===== src/rtl/booth_pkg.sv =====
// Shared definitions for the sequential Booth multiplier family.
//   state_e        : controller states (IDLE, CALC, DONE)
//   booth_op_e     : radix-2 Booth recoding of {Qreg[0], q_1}
//   cnt_width()    : step-counter width for a given operand width
//   booth_decode() : maps the recoding bit pair to an operation
package booth_pkg;

    typedef enum logic [1:0] {
        IDLE = 2'd0,
        CALC = 2'd1,
        DONE = 2'd2
    } state_e;

    typedef enum logic [1:0] {
        BOOTH_NOP = 2'd0,
        BOOTH_ADD = 2'd1,
        BOOTH_SUB = 2'd2
    } booth_op_e;

    // Counter must reach WIDTH+1 steps.
    function automatic int cnt_width(input int width);
        return $clog2(width + 2);
    endfunction

    function automatic booth_op_e booth_decode(input logic q0, input logic q_1);
        booth_op_e op;
        case ({q0, q_1})
            2'b01:   op = BOOTH_ADD;
            2'b10:   op = BOOTH_SUB;
            default: op = BOOTH_NOP;
        endcase
        return op;
    endfunction

endpackage


===== src/rtl/booth_step.sv =====
// One combinational radix-2 Booth step: conditional add/subtract of the
// multiplicand into the accumulator, then an arithmetic right shift of the
// concatenation {A, Qreg, q_1}.
//   a_i, q_i, q1_i : current accumulator, multiplier register, trailing bit
//   m_i            : multiplicand (already extended to W1 bits)
//   a_o, q_o, q1_o : values after the step
module booth_step
    import booth_pkg::*;
#(
    parameter int W1 = 9
) (
    input  logic [W1-1:0] a_i,
    input  logic [W1-1:0] q_i,
    input  logic          q1_i,
    input  logic [W1-1:0] m_i,
    output logic [W1-1:0] a_o,
    output logic [W1-1:0] q_o,
    output logic          q1_o
);

    logic [W1-1:0] sum;

    always_comb begin
        sum = a_i;
        case (booth_decode(q_i[0], q1_i))
            BOOTH_ADD: sum = a_i + m_i;
            BOOTH_SUB: sum = a_i - m_i;
            default:   sum = a_i;
        endcase
        // Arithmetic shift: replicate A's sign, A's LSB moves into Qreg.
        a_o  = {sum[W1-1], sum[W1-1:1]};
        q_o  = {sum[0], q_i[W1-1:1]};
        q1_o = q_i[0];
    end

endmodule


===== src/rtl/booth_mult_seq.sv =====
// Iterative radix-2 Booth multiplier, one step per clock, WIDTH+1 steps.
// Operands are extended by one bit (sign or zero per signed_mode) so the
// most-negative signed value and full-range unsigned values are exact.
//   clk, rst_n             : clock, asynchronous active-low reset
//   in_valid / in_ready    : operand handshake (ready only in IDLE)
//   multiplicand, multiplier, signed_mode : operation inputs
//   out_valid / out_ready  : product handshake (valid held until taken)
//   product                : 2*WIDTH-bit result
//   busy                   : high in CALC or DONE
module booth_mult_seq
    import booth_pkg::*;
#(
    parameter int WIDTH = 8
) (
    input  logic               clk,
    input  logic               rst_n,
    input  logic               in_valid,
    output logic               in_ready,
    input  logic [WIDTH-1:0]   multiplicand,
    input  logic [WIDTH-1:0]   multiplier,
    input  logic               signed_mode,
    output logic               out_valid,
    input  logic               out_ready,
    output logic [2*WIDTH-1:0] product,
    output logic               busy
);

    localparam int W1 = WIDTH + 1;
    localparam int CW = cnt_width(WIDTH);
    localparam logic [CW-1:0] LAST_STEP = CW'(W1 - 1);

    state_e             state_q, state_d;
    logic [W1-1:0]      a_q, a_d;
    logic [W1-1:0]      qr_q, qr_d;
    logic               q1_q, q1_d;
    logic [W1-1:0]      m_q, m_d;
    logic [CW-1:0]      cnt_q, cnt_d;
    logic [2*WIDTH-1:0] prod_q, prod_d;

    logic [W1-1:0]      step_a;
    logic [W1-1:0]      step_q;
    logic               step_q1;

    function automatic logic [W1-1:0] extend(input logic [WIDTH-1:0] x, input logic sgn);
        return sgn ? {x[WIDTH-1], x} : {1'b0, x};
    endfunction

    booth_step #(
        .W1(W1)
    ) u_step (
        .a_i  (a_q),
        .q_i  (qr_q),
        .q1_i (q1_q),
        .m_i  (m_q),
        .a_o  (step_a),
        .q_o  (step_q),
        .q1_o (step_q1)
    );

    always_comb begin
        state_d = state_q;
        a_d     = a_q;
        qr_d    = qr_q;
        q1_d    = q1_q;
        m_d     = m_q;
        cnt_d   = cnt_q;
        prod_d  = prod_q;

        case (state_q)
            IDLE: begin
                // The mode is consumed by the extension here, so the
                // operation is frozen to it without a separate mode flop.
                if (in_valid) begin
                    a_d     = '0;
                    qr_d    = extend(multiplier, signed_mode);
                    q1_d    = 1'b0;
                    m_d     = extend(multiplicand, signed_mode);
                    cnt_d   = '0;
                    state_d = CALC;
                end
            end
            CALC: begin
                a_d   = step_a;
                qr_d  = step_q;
                q1_d  = step_q1;
                cnt_d = cnt_q + 1'b1;
                if (cnt_q == LAST_STEP) begin
                    // Low 2*WIDTH bits of the 2*W1-bit {A, Qreg}.
                    prod_d  = {step_a[W1-3:0], step_q};
                    state_d = DONE;
                end
            end
            DONE: begin
                if (out_ready) begin
                    state_d = IDLE;
                end
            end
            default: state_d = IDLE;
        endcase
    end

    always_ff @(posedge clk or negedge rst_n) begin
        if (!rst_n) begin
            state_q <= IDLE;
            a_q     <= '0;
            qr_q    <= '0;
            q1_q    <= 1'b0;
            m_q     <= '0;
            cnt_q   <= '0;
            prod_q  <= '0;
        end else begin
            state_q <= state_d;
            a_q     <= a_d;
            qr_q    <= qr_d;
            q1_q    <= q1_d;
            m_q     <= m_d;
            cnt_q   <= cnt_d;
            prod_q  <= prod_d;
        end
    end

    assign in_ready  = (state_q == IDLE);
    assign out_valid = (state_q == DONE);
    assign busy      = (state_q != IDLE);
    assign product   = prod_q;

endmodule


===== config.mk =====
export PLATFORM = sky130hd
export DESIGN_NAME = booth_mult_seq
export DESIGN_NICKNAME = d
export VERILOG_FILES = /design/src/rtl/booth_pkg.sv /design/src/rtl/booth_step.sv /design/src/rtl/booth_mult_seq.sv
export SDC_FILE = /design/constraint.sdc
export NUM_CORES = 1
export LEC_CHECK = 0
export BUFFER_PORTS_ARGS = -buffer_cell sky130_fd_sc_hd__buf_2
export CORE_ASPECT_RATIO = 0.7
export CORE_MARGIN = 1
export CORE_UTILIZATION = 50
export DETAILED_ROUTE_END_ITERATION = 8
export GPL_ROUTABILITY_DRIVEN = 0
export PLACE_DENSITY = 0.68
export SETUP_SLACK_MARGIN = 0.4
export SYNTH_ARGS = -nofsm -noshare
export SYNTH_HDL_FRONTEND = slang
export SYNTH_HIERARCHICAL = 1
export SYNTH_SLANG_ARGS = --single-unit

===== constraint.sdc =====
create_clock -name clk -period 4 [get_ports clk]
set_input_delay 0.8 -clock clk [delete_from_list [all_inputs] [get_ports clk]]
set_output_delay 0.8 -clock clk [all_outputs]
set_load 0.02 [all_outputs]

==> results.md, run 1 <==
* Run status: finished, final reports clean
* Number of global-route vias before repair at 1,974
* Post-layout util at 58.3%
* Via/cell ratio at 5.47
* Number of iterations in the first detailed-routing pass at 4
* Number of rows in the core area at 22
* DRT Wirelength at 5580 um
* Final slew viol count at 0
* RSZ-0062 raised after global routing: no
* Fraction of layout cells with a size suffix above 1 at 26.1%
* DRC at 0
* Cells after Synth at 279
* Detailed-route wire length per cell at 14.8 um
* Inserted Diodes at 0
* Average instance area after synthesis at 10.4 um2
* Post-synth design cell area at 2890 um2
* Hold Fails Final Rpt at 0
* Overall track demand over capacity in global routing at 20.5%
* Met1 demand-to-capacity share in global routing at 31.4%
* Filler cell count at 506
* Net count after synthesis at 313
* Transition time at the pin with the least slew margin at 1180 ps
* Type of element launching the critical path: flip-flop
* Initial Utilization at 53.6%
* Sum Neg Setup Slack at 0 ps
* Number of antenna violations at the first check in global routing at 0
* GRT Residual Overflow at 0
* Worst path most repeated cell: sky130_fd_sc_hd__ha_1
* Floorplan Core Area at 5400 um2
* EDFF count, synth at 0
* Clk Tree Root Cell: sky130_fd_sc_hd__clkbuf_8
* TritonCTS clock tree: built
* Combined area of the multi-input logic cells at 1440 um2
* Met3 routing resource usage after global routing at 4.17%
* Top flip-flop cell by instance count after synthesis: sky130_fd_sc_hd__dfrtp_1
* Worst path arrival time at 2990 ps
* Number of DRC markers after the initial detailed-route iteration at 109
* HP Class: in2async
* Biggest cell delay along the critical path at 390 ps
* Share of the clock period used by the worst path after layout at 69.1%
* Post-DP HPWL at 4000 um
* Largest net degree at the start of global routing at 29
* Synth top area cells: sky130_fd_sc_hd__dfrtp_1 (43%), sky130_fd_sc_hd__mux2_2 (6.2%), sky130_fd_sc_hd__nand2_1 (5.5%)
* Die Footprint at 6100 um2
* Yosys Warn Count at 6
* Upper clock frequency limit at 362 MHz
* Wire length of the first global-routing pass at 9630 um
* Netlist cell types at 52
* Count of buffers inserted at the top-level ports at 39
* Die Y at 65.6 um
* Cell type with the largest total area after synthesis: sky130_fd_sc_hd__dfrtp_1
* Post-synthesis sequential element count at 50
* Area fraction of the dominant cell type after synthesis at 43.3%
* Async set-or-reset flop fraction in the synthesized netlist at 100%
* Area used by sequential logic in the layout at 1250 um2
* Bufs and invs on worst path at 1
* Worst path cell trace: inv_1 > ha_1 > mux2i_1 > ha_1 > nor2b_1 > o21ai_1 > a21boi_0 > o311a_1 > a211oi_2 > nand2_1 > o21ai_0
* Critical Path End Type: flip-flop
* Relative slew margins at 21.1%
* Number of cells upsized or downsized after cts at 0
* # Post-CTS Setup Buffers at 0
* Hold buffer count at CTS at 0
* Top Usage Layer GRT: met1
* # Max-Cap Violations at 0
* Antenna-violating nets left at 0
* Total I/O pin count at 40
* Class of the most critical setup path: reg2reg
* Data required time of the worst path at 4230 ps
* Highest net fanout along the worst path at 9
* Sequential fraction of the synthesis area at 43.3%
* Final period demand of the worst path at 2760 ps
* Worst hold slack after final layout at 457 ps
* Horizontal die dimension at 92.9 um
* Number of clock buffers inserted by TritonCTS at 5
* Area added between synthesis and finish at 8.70%
* Skew final at 5.59 ps
* Total number of clock tree sinks at 50
* Source-to-sink clock delay at the later pin of the worst-skew pair at 310 ps
* Clock transition time at the flip-flop clock pins of the worst setup and hold paths at 90 ps
* Cell type group with the largest total delay on the critical path: compound AO/OA/AOI/OAI gates
* Number of vias in the routed layout at 2,068
* Critical Path Slowest Stage Cell: sky130_fd_sc_hd__mux2i_1
* Final setup fails at 0
* Largest buffer count on any clock path at 2
* Routing usage on met2 at 29.3%
* Final net count at 339
* Level count of the clock H-tree at 2
==> placed cells by master (no fill, tap or decap), drive strengths merged, types with 2 or more instances in the layout <==
| cell type | synthesis | layout |
|---|---|---|
| a22oi | 6 | 6 |
| mux2i | 2 | 2 |
| mux2 | 25 | 25 |
| o21ai | 28 | 28 |
| o31ai | 3 | 3 |
| nand2 | 42 | 42 |
| nor4 | 2 | 2 |
| dfrtp | 50 | 50 |
| nor3b | 2 | 2 |
| xnor2 | 8 | 8 |
| a21oi | 8 | 8 |
| ha | 12 | 12 |
| o21bai | 3 | 3 |
| o21a | 2 | 2 |
| inv | 13 | 13 |
| a211oi | 2 | 2 |
| nand2b | 4 | 4 |
| buf | 14 | 40 |
| nand3b | 2 | 2 |
| and3b | 4 | 4 |
| nand3 | 2 | 2 |
| a31oi | 2 | 2 |
| xor2 | 4 | 4 |
| clkbuf | 7 | 6 |
| nor3 | 5 | 5 |
| nor2 | 7 | 7 |
| o211ai | 2 | 2 |
| nor2b | 5 | 5 |
==> layout make-up <==
cell class	instances	share of cell area [%]
clock buffers	6	2.31
clock inverters	2	1.19
well taps	72	2.87
inverters	13	1.55
flip-flops and latches	50	39.8
multi-input cells	195	45.8
repair buffers	40	6.45
==> cells by family (layout without fill, tap and decap cells) <==
logic type / count (synthesis) / in the layout / share of synthesized area, %
AND/OR/NAND/NOR: 80 / 80 / 15.1
AO/OA/AOI/OAI: 63 / 63 / 13.6
buffers and inverters: 34 / 61 / 6.92
XOR/XNOR: 12 / 12 / 3.63
adder cells (fa/ha/maj): 13 / 13 / 5.88
multiplexers: 27 / 27 / 11.6
flip-flops: 50 / 50 / 43.3
==> state kept, by name, indices dropped and copies added, names as in the netlist <==
register,cells
a_q,9
cnt_q,4
qr_q,9
m_q,9
state_q,2
product,16
q1_q,1
==> routing by layer <==
metal | wire (um) | vias to the layer above | part of all wire, %
met5 | 0 | - | 0
met4 | 34 | 0 | 0.61
met3 | 236 | 5 | 4.2
met2 | 2210 | 41 | 40
met1 | 3090 | 1008 | 55
li1 | - | 1014 | -
==> cell usage after synthesis, types with 2 or more instances <==
master                      n
sky130_fd_sc_hd__dfrtp_1   50
sky130_fd_sc_hd__nand2_1   42
sky130_fd_sc_hd__o21ai_0   26
sky130_fd_sc_hd__mux2_2    16
sky130_fd_sc_hd__inv_1     13
sky130_fd_sc_hd__buf_4     12
sky130_fd_sc_hd__ha_1      12
sky130_fd_sc_hd__mux2_4     9
sky130_fd_sc_hd__a21oi_1    8
sky130_fd_sc_hd__xnor2_1    8
sky130_fd_sc_hd__nor2_1     7
sky130_fd_sc_hd__a22oi_1    6
sky130_fd_sc_hd__clkbuf_1   6
sky130_fd_sc_hd__nor2b_1    5
sky130_fd_sc_hd__and3b_1    4
sky130_fd_sc_hd__nor3_1     4
sky130_fd_sc_hd__xor2_1     4
sky130_fd_sc_hd__nand2b_1   3
sky130_fd_sc_hd__o31ai_1    3
sky130_fd_sc_hd__a31oi_1    2
sky130_fd_sc_hd__mux2i_1    2
sky130_fd_sc_hd__nand3_1    2
sky130_fd_sc_hd__nand3b_1   2
sky130_fd_sc_hd__o211ai_1   2
sky130_fd_sc_hd__o21a_1     2
sky130_fd_sc_hd__o21ai_1    2
sky130_fd_sc_hd__o21bai_1   2
==> worst register-to-register path, stage by stage, from the launching register on <==
cell and delay (ps):
sky130_fd_sc_hd__dfrtp_1 380, sky130_fd_sc_hd__inv_1 60, sky130_fd_sc_hd__ha_1 330, sky130_fd_sc_hd__mux2i_1 390
sky130_fd_sc_hd__ha_1 300, sky130_fd_sc_hd__nor2b_1 130, sky130_fd_sc_hd__o21ai_1 150, sky130_fd_sc_hd__a21boi_0 210
sky130_fd_sc_hd__o311a_1 350, sky130_fd_sc_hd__a211oi_2 200, sky130_fd_sc_hd__nand2_1 70, sky130_fd_sc_hd__o21ai_0 110
==> stage by stage <==
| stage | cell area, um2 | worst slack (ps) | cells |
|---|---|---|---|
| finish | 3140 | 1240 | 378 |
| global placement | 3030 | 1380 | 370 |
| global route | 3140 | 1010 | 378 |
| CTS | 3140 | 1240 | 378 |
| floorplan | 2890 | 1550 | 279 |
| detailed placement | 3030 | 1260 | 370 |
==> worst paths after layout <==
kind                              from     endpoint  slack [ps]  cells after the start
min in group clk           product[15]  product[15]         510                      1
setup / recovery                  q1_q       a_q[6]        1240                     11
max in group asynchronous        rst_n       m_q[6]        2790                      2
setup reg to reg                  q1_q       a_q[6]        1240                     11
hold / removal                   rst_n   product[1]         460                      1
hold reg to reg            product[15]  product[15]         510                      1
Power of run 1 is not shown: default switching activity piles up to over one toggle a cycle in this logic, so the estimate is an artifact.
==> run 2: changes to the inputs <==
--- a/config.mk
+++ b/config.mk
@@ -5,6 +5,7 @@
 export SDC_FILE = /design/constraint.sdc
 export NUM_CORES = 1
 export LEC_CHECK = 0
+export ABC_AREA = 1
 export BUFFER_PORTS_ARGS = -buffer_cell sky130_fd_sc_hd__buf_2
 export CORE_ASPECT_RATIO = 0.7
 export CORE_MARGIN = 1
==> constraint.sdc (replaced) <==
create_clock -name clk -period 2.9 [get_ports clk]
set_input_delay 0.58 -clock clk [delete_from_list [all_inputs] [get_ports clk]]
set_output_delay 0.58 -clock clk [all_outputs]
set_load 0.02 [all_outputs]
==> run 2 against run 1 <==
  * Count of clock-buffer cells in the layout increased by 1
  * Non-clock buffer count increased by 7
  * Register-to-register slack got worse by 750 ps
  * Sequential share of layout area decreased by 1.1 points
  * Fmax increased by 15%
  * Largest cell class unchanged
==> results.md, run 2 <==
* Run status: finished, final reports clean
* Class of the most critical setup path: reg2reg
* Leading cell type in the layout, fill and taps excluded: sky130_fd_sc_hd__nand2_1
* Number of vias in the routed layout at 2,501
* Fraction of layout cells with a size suffix above 1 at 19.1%
* Final net count at 456
* Yosys Warn Count at 6
* Top flip-flop cell by instance count after synthesis: sky130_fd_sc_hd__dfrtp_1
* Level count of the clock H-tree at 2
* Count of buffers inserted at the top-level ports at 39
* Depth of the worst register-to-register path at 13
* Hold Fails Final Rpt at 0
* Relative slew margins at 69.1%
* # Max-Cap Violations at 0
* Worst R2R Start: m_q[0]
* EDFF count, synth at 0
* Critical Path End Type: flip-flop
* Design Area, Final at 3230 um2
* Type of element launching the critical path: flip-flop
* Critical Path Slowest Stage Cell: sky130_fd_sc_hd__dfrtp_1
* TritonCTS clock tree: built
* Sequential fraction of the synthesis area at 43.3%
* Number of global-route vias before repair at 2,157
* Sum Neg Setup Slack at 0 ps
* Source-to-sink clock delay at the later pin of the worst-skew pair at 300 ps
* Initial Utilization at 53.5%
* Synth top area cells: sky130_fd_sc_hd__dfrtp_1 (43%), sky130_fd_sc_hd__nand2_1 (24%), sky130_fd_sc_hd__nand3_1 (5.4%)
* Final WS setup at 490 ps
* Most numerous cell in the Yosys netlist: sky130_fd_sc_hd__nand2_1
* Worst path arrival time at 2610 ps
* Worst vdd rail ir drop at 0.557 mV
* Net count after synthesis at 424
* Detailed-route wire length per cell at 12.9 um
* Synth top cells by count: sky130_fd_sc_hd__nand2_1 (184), sky130_fd_sc_hd__dfrtp_1 (50), sky130_fd_sc_hd__nand3_1 (31)
* HP Class: in2async
* Cell type with the largest total area after synthesis: sky130_fd_sc_hd__dfrtp_1
* Average instance area after synthesis at 7.40 um2
* Die Footprint at 6090 um2
* Data required time of the worst path at 3100 ps
* Biggest cell delay along the critical path at 420 ps
* Cells after Synth at 390
* Skew final at 7.06 ps
* Post-layout util at 59.9%
* Static Leakage at 1.82 nW
* GRT Residual Overflow at 0
* Worst hold slack after final layout at 202 ps
* Final period demand of the worst path at 2410 ps
* Overall track demand over capacity in global routing at 22.6%
* Launching instance or port of the critical path: m_q[0]
* Worst path cell trace: inv_2 > ha_2 > o21ai_0 > fa_1 > nand2_1 > nand2_1 > nand2_1 > o21bai_1 > a21oi_1 > o21ai_0 > nand2_1 > nand2_1 > nand2_1
* Wire length of the first global-routing pass at 10,500 um
* Number of DRC markers after the initial detailed-route iteration at 147
* Post-synthesis sequential element count at 50
* Share of the clock period used by the worst path after layout at 83.1%
* Clock transition time at the flip-flop clock pins of the worst setup and hold paths at 90 ps
* Final slew viol count at 0
* Number of clock buffers inserted by TritonCTS at 5
* Area fraction of the dominant cell type after synthesis at 43.3%
* Inserted Diodes at 0
* Largest net degree at the start of global routing at 34
* Highest net fanout along the worst path at 3
* Die Y at 65.6 um
* Upper clock frequency limit at 415 MHz
* Post-synth design cell area at 2890 um2
* Async set-or-reset flop fraction in the synthesized netlist at 100%
* Total number of clock tree sinks at 50
* Filler cell count at 490
* Horizontal die dimension at 92.8 um
* Post-Place Setup Slack at 525 ps
* Area added between synthesis and finish at 12.1%
* Commonest cells after routing, fill and taps aside: sky130_fd_sc_hd__nand2_1 (180), sky130_fd_sc_hd__dfrtp_1 (50), sky130_fd_sc_hd__buf_2 (39)
* Crit path capture: a_q[5]
* Number of antenna violations at the first check in global routing at 0
* Hold buffer count at CTS at 0
* Antenna-violating nets left at 0
* Number of iterations in the first detailed-routing pass at 5
* Final setup fails at 0
* Area after detailed placement at 3050 um2
* Via/cell ratio at 5.05
* DRC at 0
* Number of rows in the core area at 22
* Register-to-register setup slack at 490 ps
* Floorplan Core Area at 5400 um2
* Clk Tree Root Cell: sky130_fd_sc_hd__clkbuf_8
* Power density cells at 1390 nW/um2
* Placed insts at 482
* Netlist cell types at 31
* Largest buffer count on any clock path at 2
* Area used by sequential logic in the layout at 1250 um2
* RSZ-0062 raised after global routing: yes
* Post-DP HPWL at 4560 um
* Worst path most repeated cell: sky130_fd_sc_hd__nand2_1
* Transition time at the pin with the least slew margin at 459 ps
* Combined area of the multi-input logic cells at 1430 um2
* Max reg flops at 16
* DRT Wirelength at 6390 um
* Total power consumption of the routed design at 4.48 mW
* Filler-free cell count of the finished design at 495
* Endpoint of the worst-slack reg-to-reg timing path: a_q[5]
* Total I/O pin count at 40
run 2: timing repair:
action                                  4_1_cts  5_1_grt
endpoints found under the setup margin        0        8
setup buffers                                 0        5
gates resized for setup                       0       14
run 2: final cells by class:
type,count,share of cell area [%]
inverter,31,3.60
multi-input combinational,287,44.2
clock inverter,1,0.155
tap,72,2.79
timing repair buffer,47,7.89
sequential,50,38.7
clock buffer,7,2.67
run 2: cells by family after synthesis:
kind of cell               count (synthesis)  share of synthesized area (%)
buffers and inverters                     53                           8.97
adders and majority gates                 13                           5.89
xor gates and xnor gates                   5                           1.52
DFF                                       50                           43.3
AOI/OAI and AO/OA                         28                           5.46
and+or+nand+nor                          241                           34.8
run 2: worst min path at each step:
stage / slack [ps] / startpoint / end / cells past startpoint
after floorplan: 280 / rst_n / a_q[0] / 0
after global placement: 460 / product[12] / product[12] / 2
after detailed placement: 460 / product[12] / product[12] / 2
after CTS: 210 / rst_n / product[4] / 1
after global routing: 220 / rst_n / product[3] / 1
final: 200 / rst_n / product[0] / 1
run 2: layer usage:
metal  track usage (%)  vias up  share of wire (%)
li1                  -     1271                  -
met1              35.6     1128                 54
met2              31.2       95                 39
met3              4.17        7                6.5
met4              6.54        0                1.0
met5                 0        -                  0
run 2: where the power goes:
group	switching, mW	internal, mW	leakage (nW)
sequential	0.302	1.01	0.639
clock	0.224	0.193	0.0482
combinational	1.69	1.06	1.13
run 2: worst max-delay path, delay by kind of cell (launching register included):
kind / cells / cell delay, ps
AOI/OAI and AO/OA: 4 / 760
adders and majority gates: 2 / 560
buffers and inverters: 1 / 90
DFF: 1 / 420
and+or+nand+nor: 6 / 490
Power figures use the tool's default switching activity.
==> run 3: changes to the inputs <==
==> constraint.sdc (replaced) <==
create_clock -name clk -period 2.25 [get_ports clk]
set_input_delay 0.45 -clock clk [delete_from_list [all_inputs] [get_ports clk]]
set_output_delay 0.45 -clock clk [all_outputs]
set_load 0.02 [all_outputs]
==> run 3 against run 2 <==
  * Hold slack lost 100 ps
  * Largest cell class unchanged
  * Clock skew is 1.4 ps higher
  * Critical path type unchanged
  * The flow now finishes with violations (negative setup slack)
  * Utilization is 8.5 points higher
  * Fmax grew 2.7%
  * Register-to-register slack worse by 590 ps
  * Non-clock buffer count increased by 24
==> results.md, run 3 (same netlist as run 2, synthesis figures left out) <==
* Final WS setup at -96.3 ps
* Clk Tree Root Cell: sky130_fd_sc_hd__clkbuf_8
* Post-layout util at 68.4%
* Launching instance or port of the critical path: m_q[3]
* Worst path arrival time at 2550 ps
* Fraction of layout cells with a size suffix above 1 at 32.2%
* Failing checks: negative setup slack
* Largest buffer count on any clock path at 2
* Critical Path End Type: flip-flop
* Skew final at 8.42 ps
* Bufs and invs on worst path at 3
* Number of vias in the routed layout at 2,696
* Filler cell count at 450
* Depth of the worst register-to-register path at 17
* Run status: complete, but fails checks
* Final net count at 480
* Data required time of the worst path at 2450 ps
* Relative slew margins at 67.3%
* Clock transition time at the flip-flop clock pins of the worst setup and hold paths at 90 ps
* Worst R2R Start: m_q[3]
* Number of clock buffers inserted by TritonCTS at 5
* Via/cell ratio at 5.19
* Total I/O pin count at 40
* Die Y at 65.6 um
* Number of iterations in the first detailed-routing pass at 8
* Number of rows in the core area at 22
* Transition time at the pin with the least slew margin at 491 ps
* Detailed-route wire length per cell at 14.5 um
* Class of the most critical setup path: reg2reg
* Biggest cell delay along the critical path at 470 ps
* Leading cell type in the layout, fill and taps excluded: sky130_fd_sc_hd__nand2_1
* Area added between synthesis and finish at 27.9%
* Crit path capture: a_q[7]
* HP Class: in2async
* Post-DP HPWL at 4600 um
* Wire length of the first global-routing pass at 11,300 um
* Worst path cell trace: inv_2 > nand4_1 > o21ai_1 > xnor2_1 > inv_1 > ha_4 > nand2_4 > nor2_2 > nand3_2 > nand2_2 > inv_2 > nand2_2 > nand3_2 > nand2_2 > nand2_2 > nand2_1 > nand2_1
* Critical path depth in cells at 17
* Endpoint of the worst-slack reg-to-reg timing path: a_q[7]
* Sum Neg Setup Slack at -348 ps
* DRT Wirelength at 7500 um
* Number of global-route vias before repair at 2,366
* Level count of the clock H-tree at 2
* RSZ-0062 raised after global routing: yes
* Horizontal die dimension at 92.8 um
* Register-to-register setup slack at -100 ps
* Initial Utilization at 53.5%
* Number of antenna violations at the first check in global routing at 0
* Cell type group with the largest total delay on the critical path: simple AND/OR/NAND/NOR gates
* Total number of clock tree sinks at 50
* Antenna-violating nets left at 0
* Count of buffers inserted at the top-level ports at 39
* Max reg flops at 16
* Largest net degree at the start of global routing at 31
* Floorplan Core Area at 5400 um2
* Type of element launching the critical path: flip-flop
* Hold Fails Final Rpt at 0
* Final setup fails at 6
* Share of the clock period used by the worst path after layout at 104%
* Source-to-sink clock delay at the later pin of the worst-skew pair at 300 ps
* Worst hold slack after final layout at 99.9 ps
* Inserted Diodes at 0
* Commonest cells after routing, fill and taps aside: sky130_fd_sc_hd__nand2_1 (169), sky130_fd_sc_hd__dfrtp_1 (49), sky130_fd_sc_hd__buf_2 (39)
* Final slew viol count at 0
* TritonCTS clock tree: built
* Upper clock frequency limit at 426 MHz
* Critical Path Slowest Stage Cell: sky130_fd_sc_hd__dfrtp_2
* Number of DRC markers after the initial detailed-route iteration at 219
* Design Area, Final at 3690 um2
* Final period demand of the worst path at 2350 ps
* # Max-Cap Violations at 0
* Overall track demand over capacity in global routing at 24.0%
* Die Footprint at 6090 um2
* Area after detailed placement at 3150 um2
* Highest net fanout along the worst path at 5
* DRC at 0
* Worst path most repeated cell: sky130_fd_sc_hd__nand2_2
* GRT Residual Overflow at 0
## run 3: cell types whose count changed in the layout (fill, tap and decap cells not counted), moves of 5 or more
cell and delta:
sky130_fd_sc_hd__nand3_2 +6, sky130_fd_sc_hd__nand3_1 -6, sky130_fd_sc_hd__nand2_1 -11, sky130_fd_sc_hd__o21ai_1 +5, sky130_fd_sc_hd__buf_4 +19, sky130_fd_sc_hd__o21ai_0 -7
sky130_fd_sc_hd__ha_4 +5, sky130_fd_sc_hd__nand2_2 +7
## run 3: layout make-up
type                       instances  area (um2)  area share (%)
clock buffer                       5        68.8            1.86
multi-input combinational        287        1660            45.0
inverter                          31         116            3.15
sequential                        50        1250            33.9
clock inverter                     3        40.0            1.08
timing repair buffer              71         463            12.5
tap                               72        90.1            2.44
## run 3: through the flow
stage	std cells	setup slack (ps)
2_1_floorplan	390	140
3_3_place_gp	487	-64.1
3_5_place_dp	487	-93.4
4_1_cts	503	5.73
5_1_grt	519	-180
6_report	519	-96.3
## run 3: timing repair
item | in CTS | in global routing
buffers inserted | 8 | 16
endpoints found under the setup margin | 16 | 20
gates resized for setup | 14 | 49
hold buffers | 0 | 0
pin swaps | 19 | 40
## run 3: per-layer routing
layer / vias up / routed length, um / GRT usage (%)
met3: 12 / 485 / 5.44
met2: 91 / 3270 / 35.0
met1: 1266 / 3650 / 36.6
met5: - / 0 / 0
li1: 1327 / - / -
met4: 0 / 97 / 4.23
## run 3: how the worst min path moves through the flow
stage          depth (start not counted)     endpoint  start
4_1_cts                                1       m_q[8]  rst_n
3_3_place_gp                           1   product[2]  rst_n
2_1_floorplan                          0       a_q[0]  rst_n
5_1_grt                                1  product[15]  rst_n
6_report                               1       m_q[8]  rst_n
3_5_place_dp                           1     cnt_q[2]  rst_n
Power of run 3 is left out for the same reason.
